<file path="src/rtl/fsm1_seq_gen.sv">
// rtl/fsm1_seq_gen.sv - serial pattern generator, MSB-first with repeat count and zero-filled gaps
module fsm1_seq_gen #(
    parameter int W   = 8,
    parameter int CW  = 4,
    parameter int GAP = 2
) (
    input  logic          clk,
    input  logic          clr,
    input  logic          start,
    input  logic [W-1:0]  pattern,
    input  logic [3:0]    len,
    input  logic [CW-1:0] reps,
    output logic          ready,
    output logic          x,
    output logic          xv,
    output logic          done
);

    localparam int GW = (GAP > 0) ? $clog2(GAP + 1) : 1;

    typedef enum logic [1:0] {
        IDLE = 2'd0,
        SEND = 2'd1,
        GAPW = 2'd2,
        DONE = 2'd3
    } state_t;

    state_t          state_q, state_d;
    logic [W-1:0]    pat_q, pat_d;
    logic [3:0]      len_q, len_d;
    logic [3:0]      idx_q, idx_d;
    logic [CW-1:0]   rep_q, rep_d;
    logic [GW-1:0]   gap_q, gap_d;
    logic            ready_q, ready_d;
    logic            x_q, x_d;
    logic            xv_q, xv_d;
    logic            done_q, done_d;

    logic [3:0]      len_eff;
    logic [CW-1:0]   reps_eff;
    logic [15:0]     pat_ext;

    // Outputs are computed from the next state so they are registered yet
    // line up with the cycle that state represents.
    always_comb begin
        state_d  = state_q;
        pat_d    = pat_q;
        len_d    = len_q;
        idx_d    = idx_q;
        rep_d    = rep_q;
        gap_d    = gap_q;

        len_eff  = ((len == 4'd0) || (len > 4'(W))) ? 4'(W) : len;
        reps_eff = (reps == '0) ? CW'(1) : reps;

        case (state_q)
            IDLE: begin
                if (start) begin
                    pat_d   = pattern;
                    len_d   = len_eff;
                    idx_d   = len_eff - 4'd1;
                    rep_d   = reps_eff;
                    state_d = SEND;
                end
            end
            SEND: begin
                if (idx_q == 4'd0) begin
                    if (rep_q > CW'(1)) begin
                        rep_d = rep_q - CW'(1);
                        if (GAP > 0) begin
                            gap_d   = GW'(GAP - 1);
                            state_d = GAPW;
                        end else begin
                            idx_d = len_q - 4'd1;
                        end
                    end else begin
                        if (rep_q != '0) begin
                            rep_d = rep_q - CW'(1);
                        end
                        state_d = DONE;
                    end
                end else begin
                    idx_d = idx_q - 4'd1;
                end
            end
            GAPW: begin
                if (gap_q == '0) begin
                    idx_d   = len_q - 4'd1;
                    state_d = SEND;
                end else begin
                    gap_d = gap_q - GW'(1);
                end
            end
            DONE: begin
                state_d = IDLE;
            end
            default: begin
                state_d = IDLE;
            end
        endcase

        pat_ext = {{(16 - W){1'b0}}, pat_d};
        ready_d = (state_d == IDLE);
        xv_d    = (state_d == SEND);
        x_d     = xv_d & pat_ext[idx_d];
        done_d  = (state_d == DONE);
    end

    // State, counters and registered outputs; clr clears everything at once.
    always_ff @(posedge clk or posedge clr) begin
        if (clr) begin
            state_q <= IDLE;
            pat_q   <= '0;
            len_q   <= '0;
            idx_q   <= '0;
            rep_q   <= '0;
            gap_q   <= '0;
            ready_q <= 1'b1;
            x_q     <= 1'b0;
            xv_q    <= 1'b0;
            done_q  <= 1'b0;
        end else begin
            state_q <= state_d;
            pat_q   <= pat_d;
            len_q   <= len_d;
            idx_q   <= idx_d;
            rep_q   <= rep_d;
            gap_q   <= gap_d;
            ready_q <= ready_d;
            x_q     <= x_d;
            xv_q    <= xv_d;
            done_q  <= done_d;
        end
    end

    assign ready = ready_q;
    assign x     = x_q;
    assign xv    = xv_q;
    assign done  = done_q;

endmodule

</file>
<file path="config.mk">
export PLATFORM = sky130hd
export DESIGN_NAME = fsm1_seq_gen
export DESIGN_NICKNAME = d
export VERILOG_FILES = /design/src/rtl/fsm1_seq_gen.sv
export SDC_FILE = /design/constraint.sdc
export NUM_CORES = 1
export LEC_CHECK = 0
export ABC_AREA = 1
export CORE_MARGIN = 1.5
export CORE_UTILIZATION = 48
export DETAILED_ROUTE_END_ITERATION = 12
export PLACE_DENSITY_LB_ADDON = 0.05
export SYNTH_ARGS = -nofsm -noshare
export SYNTH_HDL_FRONTEND = slang
export SYNTH_SLANG_ARGS = --single-unit
</file>
<file path="constraint.sdc">
create_clock -name clk -period 1.8 [get_ports clk]
set_clock_uncertainty 0.15 [all_clocks]
set_input_delay 0.36 -clock clk [delete_from_list [all_inputs] [get_ports clk]]
set_output_delay 0.36 -clock clk [all_outputs]
set_load 0.03 [all_outputs]
</file>
Yosys cells after proc, flatten, opt, wreduce, memory -nomap -nowiden
Index checks and enable logic that the tools add are counted.

Add/sub/neg operators: 5. Order comparisons: 3. Equal/unequal tests: 10. Mux-type cells: 24. Bitwise operators: 1. Reduce and logical (&&, ||, !) cells: 13.

Operators by type and width (count): two-way mux 4 bit (9); two-way mux 8 bit (2); subtractor 4 x 1 -> 4 bit, second input constant (4); logical NOT 4 bit (3); two-way mux 2 bit (6); one-hot mux 4 bit (3 select lines) (1); != test 2 bit, second input constant (4); one-hot mux 2 bit (4 select lines) (1); one-hot mux 4 bit (2 select lines) (1); AND reduction 4 bit (2); equality test 2 bit, second input constant (3); logical NOT 2 bit (3); < comparator 4 x 5 -> 1 bit, second input constant (1); binary-select mux 1 bit (select 4 bit) (1); equality test 2 x 1 -> 1 bit, second input constant (2); > comparator 4 x 1 -> 1 bit, second input constant (1); > comparator 4 bit, second input constant (1); one-hot mux 2 bit (2 select lines) (1); nonzero test 2 bit (2); nonzero test 4 bit (1); != test 3 bit, second input constant (1); two-way mux 1 bit (2); AND reduction 2 bit (1); subtractor 2 x 1 -> 2 bit, second input constant (1); other kinds (2) (2).

Bits in registers: 28. Bits of input ports: 19. Output and inout port bits: 4. Word-level logic and storage cells: 66.

Depth between registers and ports, before layout
Gate-level depths: netlist of the first run.

Word-level depth: 9. Gate-level depth with buffers: 13. Gate-level depth less buffers: 13.

Worst setup path before layout of the first run
OpenSTA, ideal clock, no wires.

Kind: input port to flip-flop. Start: in len[2]. End: reg x_q, in the netlist x. Library setup time: 0.119 ns. Arrival time: 1.567 ns. Required time: 1.531 ns. Setup slack: -0.036 ns. Stages: 12. Buffers on the path: 0. Cell sequence: nor2_1 -> nand2_1 -> nand2_1 -> nand3_1 -> ha_1 -> or2_2 -> nand4_2 -> nand3_1 -> nand2_1 -> nand2_1 -> nand2_1 -> nor2_1.

Word-level cells in the longest chain between the ends: 9. Elaborated cells between the ends (all ways): 10. Classes of those cells: add/sub (1); order compare (1); mux (5); bitwise (1); reduce/logical (2).

Ends and longest elaborated chain: start, declared (line 11) `input logic [3:0] len,`; > comparator 4 bit or logical NOT 4 bit (tied branches) (line 53) `len_eff = ((len == 4'd0) || (len > 4'(W))) ? 4'(W) : len;`; logical OR 1 bit (*) (line 53); two-way mux 4 bit (*) (line 53); subtractor 4 x 1 -> 4 bit (*) (line 61) `idx_d = len_eff - 4'd1;`; two-way mux 4 bit (*) (line 58) `if (start) begin`; one-hot mux 4 bit (3 select lines) (*) (line 56) `case (state_q)`; via idx_d[1] (line 31) `logic [3:0] idx_q, idx_d;`; binary-select mux 1 bit (select 4 bit) (*) (line 105) `x_d = xv_d & pat_ext[idx_d];`; two-way mux 1 bit (not written as such) (*) (line 105); bitwise AND 1 bit (*) (line 105); via x_d (line 35) `logic x_q, x_d;`; end signal, assigned (line 119) `x_q <= 1'b0;`; end signal, assigned (line 130) `x_q <= x_d;`; end, declared (line 35).

Mark *: on every way through the listed nets, which the timed path passes. The rest lies on a longest branch. The select of a mux whose other input is x is not followed. A chain may end at the register's enable or synchronous reset.

Worst setup path in the final report of the first run
Start: reg idx_q[1]. End: reg x_q, in the netlist x.

Word-level cells in the longest chain between the ends: 6. Elaborated cells between the ends (all ways): 12. Classes of those cells: add/sub (1); eq/ne (1); mux (8); bitwise (1); reduce/logical (1).

Ends and longest elaborated chain: start, declared (line 31); start signal, assigned (line 126) `idx_q <= idx_d;`; subtractor 4 x 1 -> 4 bit or logical NOT 4 bit (tied branches) (line 83, 67); two-way mux 4 bit (line 67) `if (idx_q == 4'd0) begin`; one-hot mux 4 bit (3 select lines) (line 56); binary-select mux 1 bit (select 4 bit) (line 105); two-way mux 1 bit (not written as such) (line 105); bitwise AND 1 bit (*) (line 105); via x_d (line 35).

Marked as above.

==> results.yml, run 1 <==
power:
  internal_power_mw: 0.7979
  leakage_nw: 1.141
  p_per_area_mw_per_mm2: 452.7
  p_seq_share_pct: 61.1
  p_clk_share_pct: 31.3
  peakVddDrop_mv: 0.2946
  power_mw: 1.033
  p_comb_share_pct: 7.6
  netSwitchingFraction_pct: 22.74
  switching_power_mw: 0.2348
synthesis:
  synth_flop_cell: "dfrtp_1"
  ys_seq_elements: 28
  netlist_instances: 200
  yosys_warnings: 0
  netlist.area_leader.share_pct: 42.35
  yosysUniqueCellTypes: 32
  netlist_area_sq_mm: 0.001595
  yosysSeqAreaShare_pct: 44.00
  yosysTopAreaCell: "dfrtp_1"
  async_flop_share_pct: 100.0
  synth_fp_nets: 226
  synth_area_leaders: "dfrtp_1 (42%), nand2_1 (14%), ha_1 (5.5%), inv_1 (5.4%), o21ai_0 (4.4%)"
  synth_edf_count: 0
  avgSynthCellArea_sq_um: 7.976
sta:
  hold_ws_ns: 0.2263
  fmax_mhz: 552.9
  worstMarginPinSlew_ns: 0.3652
  hold_viol: 0
  period_needed_ns: 1.809
  maxSlewHeadroom_pct: 75.65
  slew_violations: 0
  rsz0062_at_grt: "yes"
  post-route-period-util_pct: 100.5
  finalSetupViolations: 1
  worst_slack_ns: -0.008691
clock_tree:
  cts_made_buffers: 3
  clkLatencyLatePin_ns: 0.34
  cts.reportedPaths.clkPinSlew_ns: 0.16
  holdBufCountCts: 0
  clock_path_buffers: 2
  clock-sinks: 28
  cts_tree: "done"
  root_buffer: "clkbuf_4"
  h-tree-depth: 1
drt:
  drc: 0
  ant_nets: 0
  drtIter0Drc: 99
  via_count: 1547
  via_per_inst: 5.191
  dr.pass1.iters: 6
  wirelength_mm: 4.052
  wire_per_inst_microns: 13.60
run:
  maxCapViolCount: 0
critical_path:
  critPathArrivalTime_ns: 1.90
  ff2ff_setup_slack_ns: -0.009
  path_class: "reg -> reg"
  r2r_cells: 12
  startpoint_type: "flip-flop"
  timing.rr.start: "idx_q[1]"
  critPathCaptureType: "flip-flop"
  r2r_end: "x"
  cp.required_ns: 1.89
  crit_fanout: 5
finish:
  nets: 281
  drive_gt1_share_pct: 31.50
  area_growth_pct: 42.98
  final_cell_mix: "nand2_1 (54), buf_4 (28), dfrtp_1 (25)"
  n_antenna_cell: 0
  mostFrequentLayoutCell: "nand2_1"
  fillers: 243
die:
  dieArea_sq_mm: 0.003678
  design.core.area_sq_mm: 0.003103
  io_pins: 23
  die_w_microns: 60.65
  row_count: 20
  die_h_microns: 60.65
  start_util_pct: 51.41
placement:
  hpwl_mm: 2.856
  port_buffers: 22
  place_congestion: 0.8240
grt:
  grt_max_degree: 29
  overflow: 0
  antenna_found_initial: 0
  grt_pass1_wl_mm: 6.361
  grt_pass1_vias: 1505
  track_usage_pct: 23.07
run_status:
  status: "finished with violations"
  violations: "negative setup slack"
min_path:
  hp-class: "in -> async"
state kept, by name, indices dropped and copies added (netlist names):
register	flops
done	1
len_q	4
xv	1
idx_q	4
ready	1
gap_q	2
x	1
rep_q	4
pat_q	8
state_q	2
per-layer routing:
| layer | wire (microns) | part of all wire [%] | track usage [%] | vias up |
|---|---|---|---|---|
| li1 | - | - | - | 766 |
| met4 | 116 | 2.9 | 9.317 | 0 |
| met1 | 1636 | 40 | 28.82 | 731 |
| met5 | 0 | 0 | 0 | - |
| met2 | 2161 | 53 | 40.09 | 38 |
| met3 | 137 | 3.4 | 3.198 | 12 |
cells in the mapped netlist (2+ instances only):
cell	count
nor3_1	2
or2_2	3
nor2_2	2
a31oi_1	2
inv_2	4
o21ai_0	14
nand3_2	4
nand4_1	6
inv_1	23
nand2_1	58
dfrtp_1	27
nand3_1	13
nor2_1	14
ha_1	7
a21oi_1	4
worst max-delay path: stages, from the launching register on:
cell and delay [ns]:
dfrtp_1 0.43, inv_2 0.09, ha_4 0.15, nand3_4 0.09, nand2_4 0.13, or2_4 0.16
nand3_4 0.07, nor2_4 0.13, nand3_2 0.06, nand2_1 0.07, nand2_1 0.06, nand2_1 0.08
nor2_1 0.04
logic make-up (layout without fill, tap and decap cells):
logic type      count (synthesis)  in the layout  synth area share [%]
buf+inv                        29             83                 7.529
simple gates                  107            107                 31.61
xor+xnor                        1              1                0.5491
flops                          28             28                 44.00
fa+ha+maj                       7              7                 5.490
compound gates                 28             28                 10.83
through the flow:
step                  TNS, ns  cell area (sq um)  std cells  setup slack, ns  util, %
CTS                         0               2186        296        0.0004499    70.44
global route          -0.1239               2281        298         -0.08788    73.51
global placement      -0.9402               2062        290          -0.4989    66.45
detailed placement     -1.284               2062        290          -0.5988    66.45
finish              -0.008691               2281        298        -0.008691    73.51
floorplan                   0               1598        200          0.02515        -
how the worst max path moves through the flow:
stage / from / cells past startpoint / to / slack (ns)
floorplan: len[2] / 12 / x / 0.03
global placement: len[2] / 13 / x / -0.50
detailed placement: len[3] / 12 / x / -0.60
CTS: len[2] / 13 / x / 0.0004
global route: len[2] / 14 / x / -0.09
finish: idx_q[1] / 12 / x / -0.009
what timing repair did:
action,in CTS,in global routing
endpoints found under the setup margin,5,8
pin swaps,6,17
setup buffers,2,2
gates resized for setup,26,29
power groups by stage:
stage          registers (mW)  logic, mW  clock network [mW]
6_report                0.631     0.0785               0.323
5_1_grt                 0.632     0.0872               0.351
4_1_cts                 0.631     0.0745               0.325
3_5_place_dp            0.643     0.0764                   0
3_3_place_gp            0.643     0.0736                   0
2_1_floorplan           0.643     0.0224                   0
area by class of cell:
type | count | area [sq um] | share of cell area (%)
Multi-Input combinational cell | 143 | 933.4 | 40.92
Sequential cell | 28 | 704.4 | 30.88
Clock buffer | 4 | 36.28 | 1.591
Tap cell | 44 | 55.05 | 2.414
Inverter | 27 | 106.4 | 4.663
Timing Repair Buffer | 52 | 445.4 | 19.53
No activity file was read; power rests on OpenSTA's default activity.
==> run 2, diff against run 1 <==
--- a/config.mk
+++ b/config.mk
@@ -10,6 +10,7 @@
 export CORE_UTILIZATION = 48
 export DETAILED_ROUTE_END_ITERATION = 12
 export PLACE_DENSITY_LB_ADDON = 0.05
+export RECOVER_POWER = 25
 export SYNTH_ARGS = -nofsm -noshare
 export SYNTH_HDL_FRONTEND = slang
 export SYNTH_SLANG_ARGS = --single-unit
==> results.yml, run 2 (synthesis gave the netlist of run 1 again) <==
finish:
  nets: 281
  final_cell_mix: "nand2_1 (54), buf_4 (27), dfrtp_1 (25)"
  final_core_utilization_pct: 73.43
  seq_area_sq_um: 704.4
  largest_reg_flops: 8
  fillers: 244
  area_growth_pct: 42.82
  regMostFlops: "pat_q"
  mostFrequentLayoutCell: "nand2_1"
  multi_input_area_sq_um: 933.4
  fin_cells: 298
  drive_gt1_share_pct: 31.50
  finalInstanceArea_sq_mm: 0.002278
  n_antenna_cell: 0
sta:
  rsz0062_at_grt: "yes"
  maxSlewHeadroom_pct: 52.37
  finalSetupViolations: 1
  slew_violations: 0
  post-route-period-util_pct: 100.6
  worstMarginPinSlew_ns: 0.7144
  fmax_mhz: 552.5
  period_needed_ns: 1.810
  worst_slack_ns: -0.009988
  hold_viol: 0
die:
  die_h_microns: 60.65
  design.core.area_sq_mm: 0.003103
  start_util_pct: 51.41
  die_w_microns: 60.65
  dieArea_sq_mm: 0.003678
  io_pins: 23
  row_count: 20
clock_tree:
  cts_made_buffers: 3
  clock_path_buffers: 2
  cts.reportedPaths.clkPinSlew_ns: 0.15
  cts_tree: "done"
  clkLatencyLatePin_ns: 0.34
  holdBufCountCts: 0
  root_buffer: "clkbuf_4"
  clock-sinks: 28
  h-tree-depth: 1
power:
  netSwitchingFraction_pct: 22.78
  power_mw: 1.032
  leakage_nw: 1.141
  p_comb_share_pct: 7.5
  p_clk_share_pct: 31.3
  internal_power_mw: 0.7967
  p_seq_share_pct: 61.2
  switching_power_mw: 0.2350
  p_per_area_mw_per_mm2: 452.8
  peakVddDrop_mv: 0.2947
critical_path:
  r2r_cells: 12
  critPathMaxStageDelay_ns: 0.44
  critPathArrivalTime_ns: 1.90
  critPathCaptureType: "flip-flop"
  cp_slowest_cell: "dfrtp_1"
  timing.critical_path.mode_cell: "nand2_1"
  cp.required_ns: 1.89
  crit_chain: "inv_2, ha_4, nand3_4, nand2_4, or2_4, nand3_4, nor2_4, nand3_2, nand2_1, nand2_1, nand2_1, nor2_1"
  crit_fanout: 5
  path_class: "reg -> reg"
  startpoint_type: "flip-flop"
grt:
  track_usage_pct: 23.07
  grt_pass1_wl_mm: 6.361
  grt_max_degree: 29
  overflow: 0
  grt_pass1_vias: 1505
  antenna_found_initial: 0
drt:
  dr.pass1.iters: 6
  drtIter0Drc: 99
  via_per_inst: 5.201
  drc: 0
  wire_per_inst_microns: 13.58
  ant_nets: 0
  wirelength_mm: 4.047
  via_count: 1550
placement:
  dp_cells: 290
  place_congestion: 0.8240
  dpl_cell_area_sq_mm: 0.002062
  hpwl_mm: 2.856
  port_buffers: 22
run:
  maxCapViolCount: 0
run_status:
  status: "finished with violations"
  violations: "negative setup slack"
min_path:
  hold_depth: 3
  hp-class: "in -> reg"
## run 2: changes by cell type in the layout (fill, tap and decap cells not counted), sizes merged
cell / delta
clkdlybuf4s50: -1
dlygate4sd3: +1
clkbuf: +1
buf: -1
## run 2: final timing paths
path | from | endpoint | slack, ns
hold reg to reg | pat_q[2] | pat_q[2] | 0.35
max in group asynchronous | clr | state_q[1] | 0.52
setup / recovery | idx_q[1] | x | -0.01
setup reg to reg | idx_q[1] | x | -0.01
min in group asynchronous | clr | pat_q[7] | 0.49
hold / removal | len[2] | len_q[2] | 0.30
## run 2: repair_timing
action	4_1_cts	5_1_grt
pin swaps	6	17
resized for setup	26	29
cloned	0	0
setup endpoints to repair	5	8
setup buffers	2	2
endpoints found under the hold margin	0	0
## run 2: cell type report
type,count,share of cell area (%)
Multi-Input combinational cell,143,40.97
Tap cell,44,2.416
Timing Repair Buffer,52,19.44
Sequential cell,28,30.92
Clock buffer,4,1.593
Inverter,27,4.668
## run 2: per-layer routing
| metal | wire [microns] | vias to the layer above | global-route usage, % |
|---|---|---|---|
| met5 | 0 | - | 0 |
| met4 | 116 | 0 | 9.317 |
| met3 | 128 | 12 | 3.198 |
| met2 | 2160 | 39 | 40.09 |
| met1 | 1641 | 733 | 28.82 |
| li1 | - | 766 | - |
## run 2: power by group through the flow
stage	clock network [mW]	logic, mW	registers (mW)
final	0.323	0.0774	0.631
after global routing	0.351	0.0860	0.632
after CTS	0.325	0.0745	0.631
after detailed placement	0	0.0764	0.643
after global placement	0	0.0736	0.643
after floorplan	0	0.0224	0.643
## run 2: through the flow
step	TNS, ns	hold WS (ns)	setup slack, ns
after CTS	0	0.2457	0.0004499
after global routing	-0.1239	0.3143	-0.08788
after global placement	-0.9402	0.3210	-0.4989
after detailed placement	-1.284	0.3163	-0.5988
after floorplan	0	0.2747	0.02515
final	-0.009988	0.2962	-0.009988
## run 2: worst max-delay path: cells and delay by family (launching register included)
| kind | cells | cell delay (ns) |
|---|---|---|
| AND/OR/NAND/NOR | 10 | 0.89 |
| flip-flops | 1 | 0.44 |
| adder cells (fa/ha/maj) | 1 | 0.15 |
| buffers and inverters | 1 | 0.09 |
